--- src/rtl/counter_cmd_ctrl.sv ---
// rtl/counter_cmd_ctrl.sv - command-side controller for the counter block
module counter_cmd_ctrl #(
   parameter int xLen   = 64,
   parameter int RD_LAT = 1
) (
   input  logic            clk,
   input  logic            reset,
   input  logic            cmd_valid,
   output logic            cmd_ready,
   input  logic [1:0]      cmd_funct,
   input  logic [xLen-1:0] cmd_rs1,
   input  logic [4:0]      cmd_rd,
   output logic            resp_valid,
   input  logic            resp_ready,
   output logic [4:0]      resp_rd,
   output logic [xLen-1:0] resp_data,
   output logic            ctr_init,
   output logic [xLen-1:0] ctr_init_val,
   output logic            ctr_start,
   output logic            ctr_return_current_count,
   input  logic [xLen-1:0] ctr_current_count,
   output logic            busy
);

   typedef enum logic [1:0] {S_IDLE, S_INIT, S_RD_WAIT, S_RESP} state_t;

   localparam logic [1:0] OP_INIT  = 2'd0;
   localparam logic [1:0] OP_START = 2'd1;
   localparam logic [1:0] OP_STOP  = 2'd2;
   localparam logic [1:0] OP_READ  = 2'd3;

   // Wait counter runs RD_LAT-1 down to 0; the sample happens in the cycle it reads 0.
   localparam logic [3:0] WAIT_LOAD = 4'(RD_LAT - 1);

   state_t     state;
   state_t     state_nxt;
   logic [3:0] wait_cnt;
   logic       accept;

   // Next-state logic; all control outputs are decoded directly from the current state.
   always_comb begin
      state_nxt                = state;
      cmd_ready                = (state == S_IDLE);
      busy                     = (state != S_IDLE);
      ctr_init                 = (state == S_INIT);
      ctr_return_current_count = (state == S_RD_WAIT);
      resp_valid               = (state == S_RESP);
      accept                   = cmd_valid & cmd_ready;
      case (state)
         S_IDLE: begin
            if (accept) begin
               if (cmd_funct == OP_INIT) begin
                  state_nxt = S_INIT;
               end else if (cmd_funct == OP_READ) begin
                  state_nxt = S_RD_WAIT;
               end
            end
         end
         S_INIT: begin
            state_nxt = S_IDLE;
         end
         S_RD_WAIT: begin
            if (wait_cnt == 4'd0) begin
               state_nxt = S_RESP;
            end
         end
         S_RESP: begin
            if (resp_ready) begin
               state_nxt = S_IDLE;
            end
         end
         default: begin
            state_nxt = S_IDLE;
         end
      endcase
   end

   // State register; reset drops any pending read or response.
   always_ff @(posedge clk or negedge reset) begin
      if (!reset) begin
         state <= S_IDLE;
      end else begin
         state <= state_nxt;
      end
   end

   // Command side effects, read wait countdown and count capture.
   always_ff @(posedge clk or negedge reset) begin
      if (!reset) begin
         ctr_init_val <= '0;
         ctr_start    <= 1'b0;
         resp_rd      <= 5'd0;
         resp_data    <= '0;
         wait_cnt     <= 4'd0;
      end else begin
         if (accept) begin
            case (cmd_funct)
               OP_INIT:  ctr_init_val <= cmd_rs1;
               OP_START: ctr_start    <= 1'b1;
               OP_STOP:  ctr_start    <= 1'b0;
               OP_READ: begin
                  resp_rd  <= cmd_rd;
                  wait_cnt <= WAIT_LOAD;
               end
            endcase
         end
         if (state == S_RD_WAIT) begin
            if (wait_cnt == 4'd0) begin
               resp_data <= ctr_current_count;
            end else begin
               wait_cnt <= wait_cnt - 4'd1;
            end
         end
      end
   end

endmodule

--- config.mk ---
export PLATFORM = sky130hd
export DESIGN_NAME = counter_cmd_ctrl
export DESIGN_NICKNAME = d
export VERILOG_FILES = /design/src/rtl/counter_cmd_ctrl.sv
export SDC_FILE = /design/constraint.sdc
export NUM_CORES = 1
export LEC_CHECK = 0
export CAP_MARGIN = 40
export CORE_MARGIN = 2
export CORE_UTILIZATION = 45
export CTS_BUF_LIST = sky130_fd_sc_hd__clkbuf_2
export CTS_CLUSTER_DIAMETER = 50
export DETAILED_ROUTE_END_ITERATION = 8
export GPL_ROUTABILITY_DRIVEN = 0
export PLACE_DENSITY = 0.87
export SLEW_MARGIN = 20
export SYNTH_ARGS = -nofsm -noshare
export SYNTH_HDL_FRONTEND = slang
export SYNTH_SLANG_ARGS = --single-unit
--- constraint.sdc ---
create_clock -name clk -period 3.65 [get_ports clk]
set_clock_uncertainty 0.05 [all_clocks]
set_input_delay 0.5475 -clock clk [delete_from_list [all_inputs] [get_ports clk]]
set_output_delay 0.5475 -clock clk [all_outputs]
set_load 0.03 [all_outputs]
==> results of run 1 <==
[power by group through the flow]
stage / clock (uW) / combinational (uW) / sequential [uW]
2_1_floorplan: 0 / 1380 / 4250
3_3_place_gp: 0 / 4730 / 2780
3_5_place_dp: 0 / 4820 / 2830
4_1_cts: 1100 / 4840 / 2790
5_1_grt: 1170 / 5010 / 2890
6_report: 1060 / 4820 / 2790
[state kept, by name (all words and copies together), names as in the netlist]
register / count
ctr_start: 1
state: 2
resp_data: 64
resp_rd: 5
ctr_init_val: 64
wait_cnt: 4
[cell type report]
type	instances	area (sq um)	area share (%)
flip-flops and latches	140	3500	39.2
repair buffers	282	2880	32.2
multi-input cells	173	2000	22.4
well taps	172	215	2.41
clock inverters	12	196	2.20
clock buffers	19	95.1	1.06
inverters	10	37.5	0.420
[Yosys cell counts, types with 2 or more instances]
| cell type | count | area (sq um) |
|---|---|---|
| buf_12 | 7 | 140 |
| buf_6 | 8 | 90.1 |
| dfrtp_1 | 140 | 3500 |
| ha_1 | 4 | 50.1 |
| inv_1 | 10 | 37.5 |
| mux2_2 | 62 | 698 |
| mux2_4 | 66 | 991 |
| mux2i_1 | 3 | 30.0 |
| nand2_1 | 18 | 67.6 |
| nand3_1 | 2 | 10.0 |
| nor3_1 | 2 | 10.0 |
[cell families (layout without fill, tap and decap cells)]
logic type	after synthesis	in the layout	synth area share, %
AND/OR/NAND/NOR	31	31	3.20
multiplexers	131	131	29.7
flip-flops	140	140	60.6
AO/OA/AOI/OAI	7	7	0.866
adder cells (fa/ha/maj)	4	4	0.866
buffers and inverters	26	323	4.70
[worst min path at each step]
stage / from / endpoint / slack [ns] / depth (start not counted)
2_1_floorplan: reset / ctr_init_val[0] / 0.20 / 0
3_5_place_dp: reset / ctr_init_val[48] / 0.38 / 1
5_1_grt: reset / ctr_init_val[12] / 0.12 / 2
6_report: reset / ctr_init_val[48] / 0.22 / 2
3_3_place_gp: resp_rd[3] / resp_rd[3] / 0.41 / 2
4_1_cts: reset / ctr_init_val[48] / 0.14 / 2
[through the flow]
stage          util, %  instance area (sq um)
2_1_floorplan        -                   5780
3_3_place_gp      68.2                   8570
3_5_place_dp      68.4                   8600
4_1_cts           70.8                   8900
5_1_grt           71.1                   8930
6_report          71.1                   8930
[critical path: stages, from the launching register on]
cell and delay [ns]:
dfrtp_1 0.61, nor2b_4 0.28, clkdlybuf4s50_1 0.70
[layer usage]
layer  share of wire [%]  GRT usage, %  up-vias
li1                    -             -     1744
met1                  38          24.9     1913
met2                  51          37.9      179
met3                 7.1          8.71       30
met4                 3.2          9.34        0
met5                   0             0        -
[repair_timing]
action                    in CTS  in global routing
hold buffers                   1                  0
gates resized for setup        0                  0
hold endpoints to repair      98                  0
==> results.md, run 1 <==
Detailed routing:
- The starting DRC count in detailed routing is between 150 and 200.
- In the final routed layout, each cell accounts on average for between 15 and 20 um.
- Wires add up to between 10000 and 15000 um.
- The number of nets with antenna violations after routing is 0.
- Dividing the detail-routed via count by the number of cells gives about 4.8.
- The count of unresolved DRC violations after routing is 0.
- The count of TritonRoute iterations in the first routing pass is 4.
- The routed layout has approximately 3900 vias.

Clock network:
- The clock passes through at most 2 buffers.
- The number of clock buffers inserted by TritonCTS is 17.
- The clock sink count is 140.
- The clock latency at the later pin of the worst-skew pair is between 0.6 and 0.7 ns.
- The post-CTS clock slew at the launch and capture registers of the worst setup and hold paths is 0.20 ns.
- The buffers inserted during post-CTS setup optimization is 0.
- The TritonCTS clock tree is yes.
- The CTS root buffer is clkbuf_2.
- CTS built an H-tree with a depth of 4.

GRT:
- The initial antenna violation count is 0.
- The first global-routing pass estimated between 20000 and 25000 um of wire.
- The pin count of the biggest net entering global routing is between 70 and 80.
- The global routing usage summed across all routing layers is between 20% and 30%.
- The via count of the first global-routing pass came to between 4000 and 5000.
- The remaining global-route overflow is 0.

Power:
- The switching power as a share of total power is 39.9%.
- The portion of total power attributed to the clock network is 12.2%.
- The completed layout was analyzed and its total power is between 8000 and 9000 uW.
- Sequential cells burn around a third of the power.
- The total net switching power is roughly 3500 uW.
- The worst supply voltage drop on vdd is 501 uV.
- In this run the static leakage power is slightly below 0.004 uW.
- In this run the power density over the cells is a little under 1000 nW/um^2.
- Internal power comes to between 5000 and 6000 uW.
- The relative contribution of combinational cells to total power is a little under three fifths.

Layout:
- Cells with a size suffix above 1 make up approximately 27% of the layout.
- The layout has 836 filler cells.
- Leaving out fill and tap cells, the most frequent cell in the layout is clkdlybuf4s50_1.
- The number of nets in the layout is 767.
- The final non-filler cell total is a little over 800.
- The repair_antennas step left the layout with diodes totalling 0.
- In the layout the commonest cells are 276 x clkdlybuf4s50_1, 140 x dfrtp_1, 66 x mux2_4.
- From synthesis to final layout, the design area changed by 54.5%.

STA:
- The final setup violation count is 0.
- The total negative setup slack is 0 ns.
- On the final layout, the worst hold slack is 0.221 ns.
- Setup repair after global routing left no endpoint under its margin.
- The worst path uses 78.6% of the clock period.
- The worst slew margin relative to its limit is between 60% and 70%.
- Subtracting the final worst setup slack from the clock period gives roughly 2.9 ns.
- The count of final hold-check violations was 0.
- The final worst setup slack is ~0.78 ns.
- The number of max-slew violations in the final report is 0.
- The fmax is ~0.35 GHz.
- At the pin with the least slew margin, the transition time is roughly 0.58 ns.

Floorplan:
- The core region area is ~13000 sq um.
- Once the floorplan was initialized, standard cells occupied 46.0% of the core.
- The chip height is ~120 um.
- The die covers between 10000 and 15000 sq um.
- Row generation in the floorplan step produced slightly above 40 rows.
- The die is about 120 um wide.
- The top-level I/O count is 278.

Place:
- The number of buffer cells added on primary ports is between 200 and 300.
- The setup slack at placement is between 0.9 and 1 ns.
- The half-perimeter wire length after placement is 11000 um.
- The number of cells in the design after placement is just under 800.

Critical path:
- The worst setup path is captured at an output pin.
- The data required time at the worst endpoint is 3.05 ns.
- The worst setup path is of the reg -> out kind.
- The biggest fanout along the worst timing path is 10.
- The category of the worst setup path launch point is a flip-flop.
- The most critical setup path has its endpoint at ctr_return_current_count.
- The endpoint of the most critical register-to-register path is ctr_init_val[54].
- The worst reg2reg path startpoint is state[1].
- The start point of the critical path is state[1].
- The data arrival time of the critical path is roughly 2.3 ns.
- The slack of the worst reg-to-reg path is approximately 1.5 ns.
- Measured in cells, the most critical reg-to-reg path has a length of 4.

Synthesis:
- The fraction of registers with async set/reset is 100%.
- When the netlist entered floorplanning its net count stood at 482.
- The synthesized design contains 0 enable-type register cells.
- The count of different cell masters after synthesis is 28.
- The synthesized area per cell is between 15 and 20 sq um.
- The main flop type after synthesis is dfrtp_1.
- The synthesized area is 5780 sq um.
- The number of synthesized register bits is 140.
- Summing the sequential cell areas from Yosys gives between 60% and 70% of the chip area.
- Synthesis produced about 340 cells.
- The Yosys step of the flow raised 0 warnings.

Flow run:
- Max-cap violations in this run came to 0.

Status:
- The flow ran to the end, and the final reports show no timing, DRC or antenna violations.

Hold path:
- The type of the worst min-delay path is in -> async.
(Power assumes the default switching activity.)
==> inputs of run 2 (changes only) <==
Settings changed: CORE_UTILIZATION 45 to 42, PLACE_DENSITY 0.87 to 0.82.
Clock period 3.65 ns to 2.86 ns, I/O delays scaled along.
==> run 2 against run 1 <==
Compared with the run above:
- routed wire length down 2.8%
- design area down 0.64%
- global-route usage down 2.7 points
- hold slack worse by 0.067 ns
- sequential share of layout area up 0.27 points
- power up 25%
- non-clock buffer count up 3
- die area up 6.9%
- utilization down 4.6 points
==> results.md, run 2 (synthesized netlist as in run 1, its figures left out) <==
Critical path:
- The category of the worst setup path capture point is an output pin.
- The data arrival time of the critical path was 2.18 ns (-0.09 ns).
- The type of the setup path with the least slack is reg -> out.
- The worst setup path is launched from a flip-flop.
- The depth of the worst register-to-register path is 6 (+2).
- In this run the critical register-to-register path is captured at resp_data[17].
- The slack of the worst reg-to-reg path is 0.96 ns (-0.51 ns).
- The worst register-to-register path begins at wait_cnt[0].
- The biggest fanout along the worst timing path was 10 (unchanged).
- The data required time at the worst endpoint came to 2.38 ns (-0.67 ns).

STA:
- The final setup violation count is 0 (unchanged).
- The transition time at the pin with the least slew margin is 0.615 ns (+0.0301 ns).
- The number of max-slew violations in the final report is 0 (unchanged).
- The total negative setup slack came to 0 ns (unchanged).
- The worst hold-check slack was 0.153 ns (-0.0672 ns).
- The worst slew margin relative to its limit was 58.7% (-2.0 points).
- For the finished layout, the period the worst path requires is about 2.7 ns.
- The portion of the clock cycle consumed by the worst path in the final layout is a little over 90%.
- The fmax is between 0.3 and 0.4 GHz.
- The count of final hold-check violations is 0 (unchanged).
- Setup repair after global routing left no endpoint under its margin.

GRT:
- The via count of the first global-routing pass is 4254 (+0.47%).
- The met3 usage in global routing was 8.04% (-0.67 points).
- The global routing met2 resource utilization was 33.0% (-4.9 points).
- The global routing usage summed across all routing layers is 19.5% (-2.7 points).
- The remaining global-route overflow is 0 (unchanged).
- The wire length of the first global-routing pass is 21900 um (-7.0%).
- The initial antenna violation count is 0 (unchanged).
- The layer carrying the most global-route usage is met2.
- The met1 global-route usage is 21.9% (-3.0 points).
- The pin count of the biggest net entering global routing is 59 (-20%).

Floorplan:
- The top-level I/O count is 278 (unchanged).
- The starting density of the core is 43.3% (-2.7 points).
- The x dimension of the die came to 121 um (+3.4%).
- The core region area came to 13300 sq um (+6.2%).
- The area enclosed by the die boundary is 14700 sq um (+6.9%).
- The chip height is 121 um (+3.4%).
- The number of rows created at floorplan was 42 (+2.4%).

Flow run:
- The max-cap violation count is 0 (unchanged).

Clock network:
- The number of clock buffers inserted by TritonCTS is 17 (unchanged).
- The H-tree depth reported by CTS is 4 (unchanged).
- The post-CTS clock slew at the launch and capture registers of the worst setup and hold paths was 0.20 ns (about the same).
- TritonCTS built the clock tree.
- The clock sink count is 140 (unchanged).
- The maximum buffer depth of the clock tree was 2 (unchanged).
- Clock tree synthesis selected as its root buffer the cell clkbuf_2.
- The clock latency at the later pin of the worst-skew pair is 0.68 ns (about the same).

Layout:
- The library cell used most frequently in the layout, excluding fill and tap cells, is clkdlybuf4s50_1.
- The diode insertion count for antenna repair is 0 (unchanged).
- The number of nets in the layout was 770 (+0.39%).
- The ratio of cells with drive above 1 in the final layout came to 27.3% (+0.39 points).
- In the final layout, the registers with the most flip-flops are ctr_init_val (64), resp_data (64), resp_rd (5).
- The layout filler cell count is 983 (+18%).
- In the layout the commonest cells are 276 x clkdlybuf4s50_1, 139 x dfrtp_1, 66 x mux2_4.
- The synthesis-to-finish area growth is 53.5%.

Detailed routing:
- The number of nets with antenna violations after routing is 0 (unchanged).
- The total wire length was 14300 um (-2.8%).
- The routed wire length per instance is 17.6 um (-3.6%).
- The count of unresolved DRC violations after routing is 0 (unchanged).
- The routed via count divided by cell count is 4.74 (-0.97%).
- The total number of vias is 3857 (-0.23%).
- The starting DRC count in detailed routing is 160 (+2.6%).
- The count of TritonRoute iterations in the first routing pass came to 4 (unchanged).

Power:
- The worst supply voltage drop on vdd is 693 uV (+38%).
- The leakage component of the power is 0.00387 uW (-0.54%).
- The power density normalized to cell area is 1220 nW/um^2 (+25%).

Status:
- The flow ran to the end, and the final reports show no timing, DRC or antenna violations.

Place:
- The half-perimeter wire length after placement was 10800 um (-1.2%).
- The number of buffer cells added on primary ports is 277 (unchanged).

Hold path:
- The path class of the tightest hold or removal check is in -> async.
[run 2: changes by cell type in the layout (fill, tap and decap cells not counted), moves of 2 or more]
cell | before | now
clkinv_2 | 3 | 7
clkbuf_2 | 19 | 17
bufinv_16 | 5 | 2
buf_4 | 0 | 3
[run 2: power breakdown]
group | total (uW) | internal (uW) | leakage, uW | switching [uW]
clock network | 1090 | 383 | 0.000135 | 703
registers | 3580 | 2970 | 0.00167 | 606
logic | 6130 | 3020 | 0.00207 | 3110
[run 2: how the worst max path moves through the flow]
stage	from	endpoint	slack (ns)
2_1_floorplan	state[1]	ctr_init_val[10]	1.16
3_3_place_gp	cmd_funct[1]	ctr_init_val[3]	0.65
3_5_place_dp	cmd_funct[1]	ctr_init_val[16]	0.60
4_1_cts	state[1]	ctr_return_current_count	0.05
5_1_grt	state[0]	resp_valid	0.03
6_report	state[0]	ctr_init	0.20
[run 2: final cells by class]
type | instances | area [sq um] | share of cell area (%)
inverters | 10 | 37.5 | 0.423
clock buffers | 17 | 85.1 | 0.959
clock inverters | 13 | 128 | 1.44
multi-input cells | 173 | 2000 | 22.6
well taps | 176 | 220 | 2.48
repair buffers | 285 | 2890 | 32.6
flip-flops and latches | 140 | 3500 | 39.5
[run 2: timing repair]
action	4_1_cts	5_1_grt
hold endpoints to repair	117	0
buffers inserted	0	0
hold buffers	1	0
endpoints found under the setup margin	0	1
resized for setup	0	1
[run 2: metal layers]
layer,vias to the layer above,share of wire [%]
met3,23,9.5
met4,0,2.2
met5,-,0
met1,1890,38
met2,183,50
li1,1761,-
[run 2: worst max-delay path: stages, from the launching register on]
cell	delay (ns)
dfrtp_1	0.60
nor2b_1	0.20
clkdlybuf4s50_1	0.70
[run 2: metrics by stage]
stage / utilization (%) / setup slack, ns / std cells / total power (uW) / cell area [sq um]
after floorplan: - / 1.16 / 339 / 7190 / 5780
after global placement: 64.6 / 0.648 / 782 / 9610 / 8620
after detailed placement: 64.8 / 0.598 / 783 / 9800 / 8650
after CTS: 66.5 / 0.0461 / 814 / 10900 / 8870
after global routing: 66.5 / 0.0330 / 814 / 11300 / 8870
final: 66.5 / 0.200 / 814 / 10800 / 8870
